### src/rtl/bit_serial_adder.sv
// Bit-serial adder: one shared full_adder cell adds two WIDTH-bit operands
// LSB first, one bit per clock, then holds the registered result.

module full_adder (
  input  logic a,
  input  logic b,
  input  logic cin,
  output logic sum,
  output logic carry
);
  assign sum   = a ^ b ^ cin;
  assign carry = (a & b) | (cin & (a ^ b));
endmodule

module bit_serial_adder #(
  parameter int WIDTH = 8
) (
  input  logic             clk,
  input  logic             rst_n,
  input  logic             start,
  input  logic [WIDTH-1:0] a_in,
  input  logic [WIDTH-1:0] b_in,
  input  logic             cin_in,
  output logic             busy,
  output logic             done,
  output logic [WIDTH-1:0] sum_out,
  output logic             cout
);

  localparam int CW = (WIDTH > 1) ? $clog2(WIDTH) : 1;

  localparam logic [1:0] IDLE = 2'd0;
  localparam logic [1:0] RUN  = 2'd1;
  localparam logic [1:0] DONE = 2'd2;

  logic [1:0]       state;
  logic [WIDTH-1:0] sa;
  logic [WIDTH-1:0] sb;
  logic [WIDTH-1:0] psum;
  logic             c;
  logic [CW-1:0]    cnt;
  logic             fa_sum;
  logic             fa_carry;
  logic [WIDTH-1:0] next_psum;

  full_adder u_fa (
    .a     (sa[0]),
    .b     (sb[0]),
    .cin   (c),
    .sum   (fa_sum),
    .carry (fa_carry)
  );

  // Each sum bit enters at the MSB; after WIDTH shifts bit 0 sits at the LSB.
  assign next_psum = {fa_sum, psum[WIDTH-1:1]};

  assign busy = (state == RUN);
  assign done = (state == DONE);

  // NOTE: every register here, the datapath included, is cleared by rst_n so
  // an aborted operation leaves no stale operand or carry behind; all state
  // uses non-blocking assignments so the shift chain reads pre-edge values.
  always_ff @(posedge clk or negedge rst_n) begin
    if (!rst_n) begin
      state   <= IDLE;
      sa      <= '0;
      sb      <= '0;
      psum    <= '0;
      c       <= 1'b0;
      cnt     <= '0;
      sum_out <= '0;
      cout    <= 1'b0;
    end else begin
      case (state)
        IDLE: begin
          if (start) begin
            sa    <= a_in;
            sb    <= b_in;
            c     <= cin_in;
            cnt   <= '0;
            state <= RUN;
          end
        end
        RUN: begin
          sa   <= {1'b0, sa[WIDTH-1:1]};
          sb   <= {1'b0, sb[WIDTH-1:1]};
          psum <= next_psum;
          c    <= fa_carry;
          cnt  <= cnt + 1'b1;
          if (cnt == CW'(WIDTH - 1)) begin
            sum_out <= next_psum;
            cout    <= fa_carry;
            state   <= DONE;
          end
        end
        DONE:    state <= IDLE;
        default: state <= IDLE;
      endcase
    end
  end

endmodule

### config.mk
export PLATFORM = sky130hd
export DESIGN_NAME = bit_serial_adder
export DESIGN_NICKNAME = d
export VERILOG_FILES = /design/src/rtl/bit_serial_adder.sv
export SDC_FILE = /design/constraint.sdc
export NUM_CORES = 1
export LEC_CHECK = 0
export ABC_AREA = 1
export CAP_MARGIN = 20
export CORE_UTILIZATION = 56
export DETAILED_ROUTE_END_ITERATION = 8
export GPL_TIMING_DRIVEN = 1
export PLACE_DENSITY = 0.79
export SYNTH_ARGS = -nofsm -noshare
export SYNTH_HDL_FRONTEND = slang
export SYNTH_SLANG_ARGS = --single-unit
### constraint.sdc
create_clock -name clk -period 3.9 [get_ports clk]
set_input_delay 0.975 -clock clk [delete_from_list [all_inputs] [get_ports clk]]
set_output_delay 0.975 -clock clk [all_outputs]
set_load 0.03 [all_outputs]
* Yosys cells after proc, flatten, opt, wreduce, memory -nomap -nowiden *
Index checks and enable logic that the tools add are counted.

cells by class
  $add $sub $neg = 1
  equality and inequality tests = 5
  mux-type cells = 11
  bitwise operators = 5
  reductions and logical operators = 5

operators with widths
  kind                                                   count
  one-hot mux 8 bit (2 select lines)                     2
  2-to-1 mux 8 bit                                       2
  one-hot mux 3 bit (2 select lines)                     1
  AND reduction 2 bit                                    3
  2-to-1 mux 2 bit                                       2
  one-hot mux 2 bit (2 select lines)                     1
  adder 3 x 1 -> 3 bit, second input constant            1
  == test 3 bit, second input constant                   1
  2-to-1 mux 3 bit                                       1
  bitwise AND 1 bit                                      2
  == test 2 x 1 -> 1 bit, second input constant          1
  == test 2 bit, second input constant                   1
  logical NOT 2 bit                                      1
  inequality test 2 x 1 -> 1 bit, second input constant  1
  inequality test 2 bit, second input constant           1
  one-hot mux 1 bit (2 select lines)                     1
  nonzero test 2 bit                                     1
  bitwise XOR 1 bit                                      2
  2-to-1 mux 1 bit                                       1
  bitwise OR 1 bit                                       1

word-level totals
  register bits = 39
  input port bits = 20
  output and inout port bits = 11
  word-level logic and storage cells = 35

* Longest topological paths before layout *
  depth in word-level cells = 4
  gate-level depth with buffers = 7
  depth with buffers taken out = 6

* By module *
Synthesis repeated with hierarchy kept, for this count alone.

unflattened totals
  cells, all modules = 222
  area, all modules = 1849.3 um^2

by module, submodules not included
  module            times used  cells an instance  area an instance (um^2)
  bit_serial_adder  1           221                1829.3
  full_adder        1           1                  20.0

* Least setup slack after synthesis *
Ideal clock, no wire load.

  path type = register -> output
  start point = register state[1]
  end point = output done
  data arrival time = 1142 ps
  data required time = 2925 ps
  slack = 1783 ps
  stages on the path, launching flop included = 5
  buffers on the path = 2
  path through = dfrtp_1 inv_1 buf_6 buf_2 nor2_1

between the ends
  cells in the longest elaborated chain, start to end = 1

ends and longest elaborated chain
  what                    line  source
  start, declared         36    logic [1:0] state;
  start signal, assigned  65    state <= IDLE;
  start signal, assigned  81    state <= RUN;
  start signal, assigned  93    state <= DONE;
  == test 2 bit           58    assign done = (state == DONE);
  end, declared           25    output logic done,

No other way between the ends.

* Worst setup path in the final report *
  start point = register state[0]
  end point = output busy

between the ends
  cells in the longest elaborated chain, start to end = 1

ends and longest elaborated chain
  what                    line  source
  == test 2 x 1 -> 1 bit  57    assign busy = (state == RUN);
  end, declared           24    output logic busy,

No other way between the ends.

==> flow_metrics.tcl <==
set metrics [dict create \
    status "completed" \
    post-cts-setup-buffer-count 0 \
    synth_nets 245 \
    clock_skew_ns 0.00645 \
    drt_first_iter_violations 57 \
    synth_common_cells "72 x nand2_1, 41 x inv_1, 38 x dfrtp_1, 31 x nand3_1, 10 x o21ai_0" \
    power_switching_uw 713 \
    floorplan.io_pins 31 \
    ys_types 18 \
    fill_cells 282 \
    floorplan.initialDensity_pct 59.6 \
    synth.largest_area_cell "dfrtp_1" \
    p_leak_nw 1.16 \
    drcViolationCount 0 \
    antennaDiodeCount 0 \
    timing.slew.headroom_pct 46.9 \
    placed_cell_area_um2 2130 \
    syn_to_final_growth_pct 17.8 \
    setup_viol 0 \
    globalRoute.totalOverflow 0 \
    post_syn_area_um2 1850 \
    via_count 1409 \
    power_mw 1.69 \
    final_min_period_ns 3.01 \
    fp.coreArea_um2 3100 \
    cp.arrival_ns 2.04 \
    global_route.usage.total_pct 20.0 \
    cts_max_path_buffers 2 \
    dominantRegCellSynth "dfrtp_1" \
    synth_area_leaders "dfrtp_1 51%, nand2_1 15%, nand3_1 8.4%" \
    clock_sinks 38 \
    power_per_cell_area_nw_per_um2 776 \
    die_y_um 59.5 \
    peakVddDrop_uv 508 \
    tritoncts "built" \
    max_freq_mhz 332 \
    route.antenna.remaining_nets 0 \
    cts.root.buffer_cell "clkbuf_4" \
    crit_type "reg -> out" \
    setup_crit_start "state[0]" \
    final_min_period_over_clock_period_pct 77.3 \
    critPathRequiredTime_ns 2.92 \
    p_sw_share_pct 42.2 \
    critical_path.reg2reg.endpoint "sb[0]" \
    die_area_um2 3540 \
    p_int_uw 977 \
    detailedRoute.firstPassIterationCount 4 \
    postSynth.asyncResetShare_pct 100 \
    launch_point_of_the_worst_reg_to_reg_path "state[1]" \
    timing.setup.tns_ns 0 \
    post_synth_inst_count 222 \
    synth_top_area_share_pct 51.4 \
    dp.cells 287 \
    die_w_um 59.5 \
    grt_antenna_before_repair 0 \
    critPathCapture "busy" \
    holdWs_ns 0.487 \
    first_global_vias 1274 \
    max_slew.worst_pin.slew_ns 0.796 \
    syn_area_per_cell_um2 8.33 \
    std_cell_rows 20 \
    most_repeated_cell_in_the_gate_level_netlist_after_synthesis "nand2_1" \
    rsz_0062_raised_after_global_routing "false" \
    synth.yosys.seq_area_share_pct 51.4 \
    cts_made_buffers 5 \
    viasPerCell 4.81 \
    share_clk_of_total_power_pct 11.3 \
    timing.final.ws_setup_ns 0.886 \
    timing.max_cap.violations 0 \
    stdcell_area_um2 2180 \
    synth_warnings 0 \
    sequentialPowerShare_pct 41.8 \
    worst_setup_hold_path_clk_slew_ns 0.09 \
    post_drt_wl_per_cell_um 10.4 \
    p_comb_share_pct 46.8 \
    io_buffer_count 30 \
    cts.htree.levels 2 \
    ff2ff_path_depth 6 \
    first_pass_grt_wire_length_um 5180 \
    grt_max_degree 39 \
    cp_max_fo 19 \
    drv_slew 0 \
    reg2reg_slack_ns 2.28 \
    finish.net_count 273 \
    post-dp-hpwl_um 2100 \
    final_layout_size_suffix_gt1_share_pct 9.24 \
    insertion_delay_ns 0.33 \
    hold_viol_final 0 \
    hold_path.startpoint "sum_out[2]" \
    critical_path.startpoint_type "flop" \
    fin_util_pct 70.2 \
    timing.critical_path.to_type "output pin" \
    finished_layout_cells 293 \
    postRouteWirelength_um 3060 \
    synth.ff_latch_count 38 \
    gp_congestion 0.756 \
    post_cts.resized_instances 0 \
    hold_path.class "reg -> reg" \
    post_cts_hold_buffer_count 0 \
    dpl_worst_slack_ns 1.25 \
    synth_enable_flop_cells 0 \
]
logic make-up after synthesis:
family                   synth area share, %
AND/OR/NAND/NOR                         25.3
buffers and inverters                   13.0
flip-flops                              51.4
AO/OA/AOI/OAI                           7.85
adder cells (fa/ha/maj)                 2.44
sequential cells by signal, summed over array words and instances (netlist names):
register and cells:
cnt 3, psum 7, sa 8, cout 1, state 2, c 1, sb 8, sum_out 8
area by class of cell:
type                    instances  area [um^2]  area share, %
inverters                      42          160           7.35
clock buffers                   6         51.3           2.35
flip-flops and latches         38          951           43.7
multi-input cells             132          658           30.2
well taps                      44         55.1           2.53
repair buffers                 31          303           13.9
worst max-delay path, cell delays in order (launching register included):
cell and delay, ns:
dfrtp_1 0.78, inv_4 0.06, nor2_4 0.17, clkdlybuf4s50_1 0.69
power groups by stage:
| stage | clock (mW) | combinational, mW | sequential (mW) |
|---|---|---|---|
| 5_1_grt | 0.211 | 0.909 | 0.726 |
| 4_1_cts | 0.198 | 0.805 | 0.706 |
| 3_5_place_dp | 0 | 0.802 | 0.714 |
| 6_report | 0.191 | 0.792 | 0.707 |
| 3_3_place_gp | 0 | 0.786 | 0.708 |
| 2_1_floorplan | 0 | 0.563 | 0.752 |
worst min path at each step:
stage,endpoint,slack (ns),cells after the start
final,sum_out[2],0.49,2
after global routing,sum_out[7],0.51,2
after CTS,sum_out[3],0.49,2
after detailed placement,sum_out[0],0.46,2
after global placement,cnt[1],0.46,2
after floorplan,sum_out[0],0.44,2
layer usage:
layer  global-route usage (%)  up-vias  routed length, um  share of wire (%)
met4                     5.44        0                 16               0.52
met3                     6.55        2                138                4.5
met2                     33.5       24               1460                 48
li1                         -      730                  -                  -
met5                        0        -                  0                  0
met1                     24.8      653               1450                 47
layout by cell type (no fill, tap or decap):
cell / count
nand2_1: 72
inv_1: 41
dfrtp_1: 38
nand3_1: 31
clkdlybuf4s50_1: 29
o21ai_0: 10
o21ai_2: 8
clkbuf_4: 5
nor2_1: 2
nand2_2: 2
ha_1: 2
inv_4: 1
nor2_4: 1
nand2_4: 1
o21ai_4: 1
a21oi_2: 1
fa_1: 1
clkbuf_8: 1
buf_2: 1
buf_4: 1
Note: power is estimated with default switching activity, not from simulation.
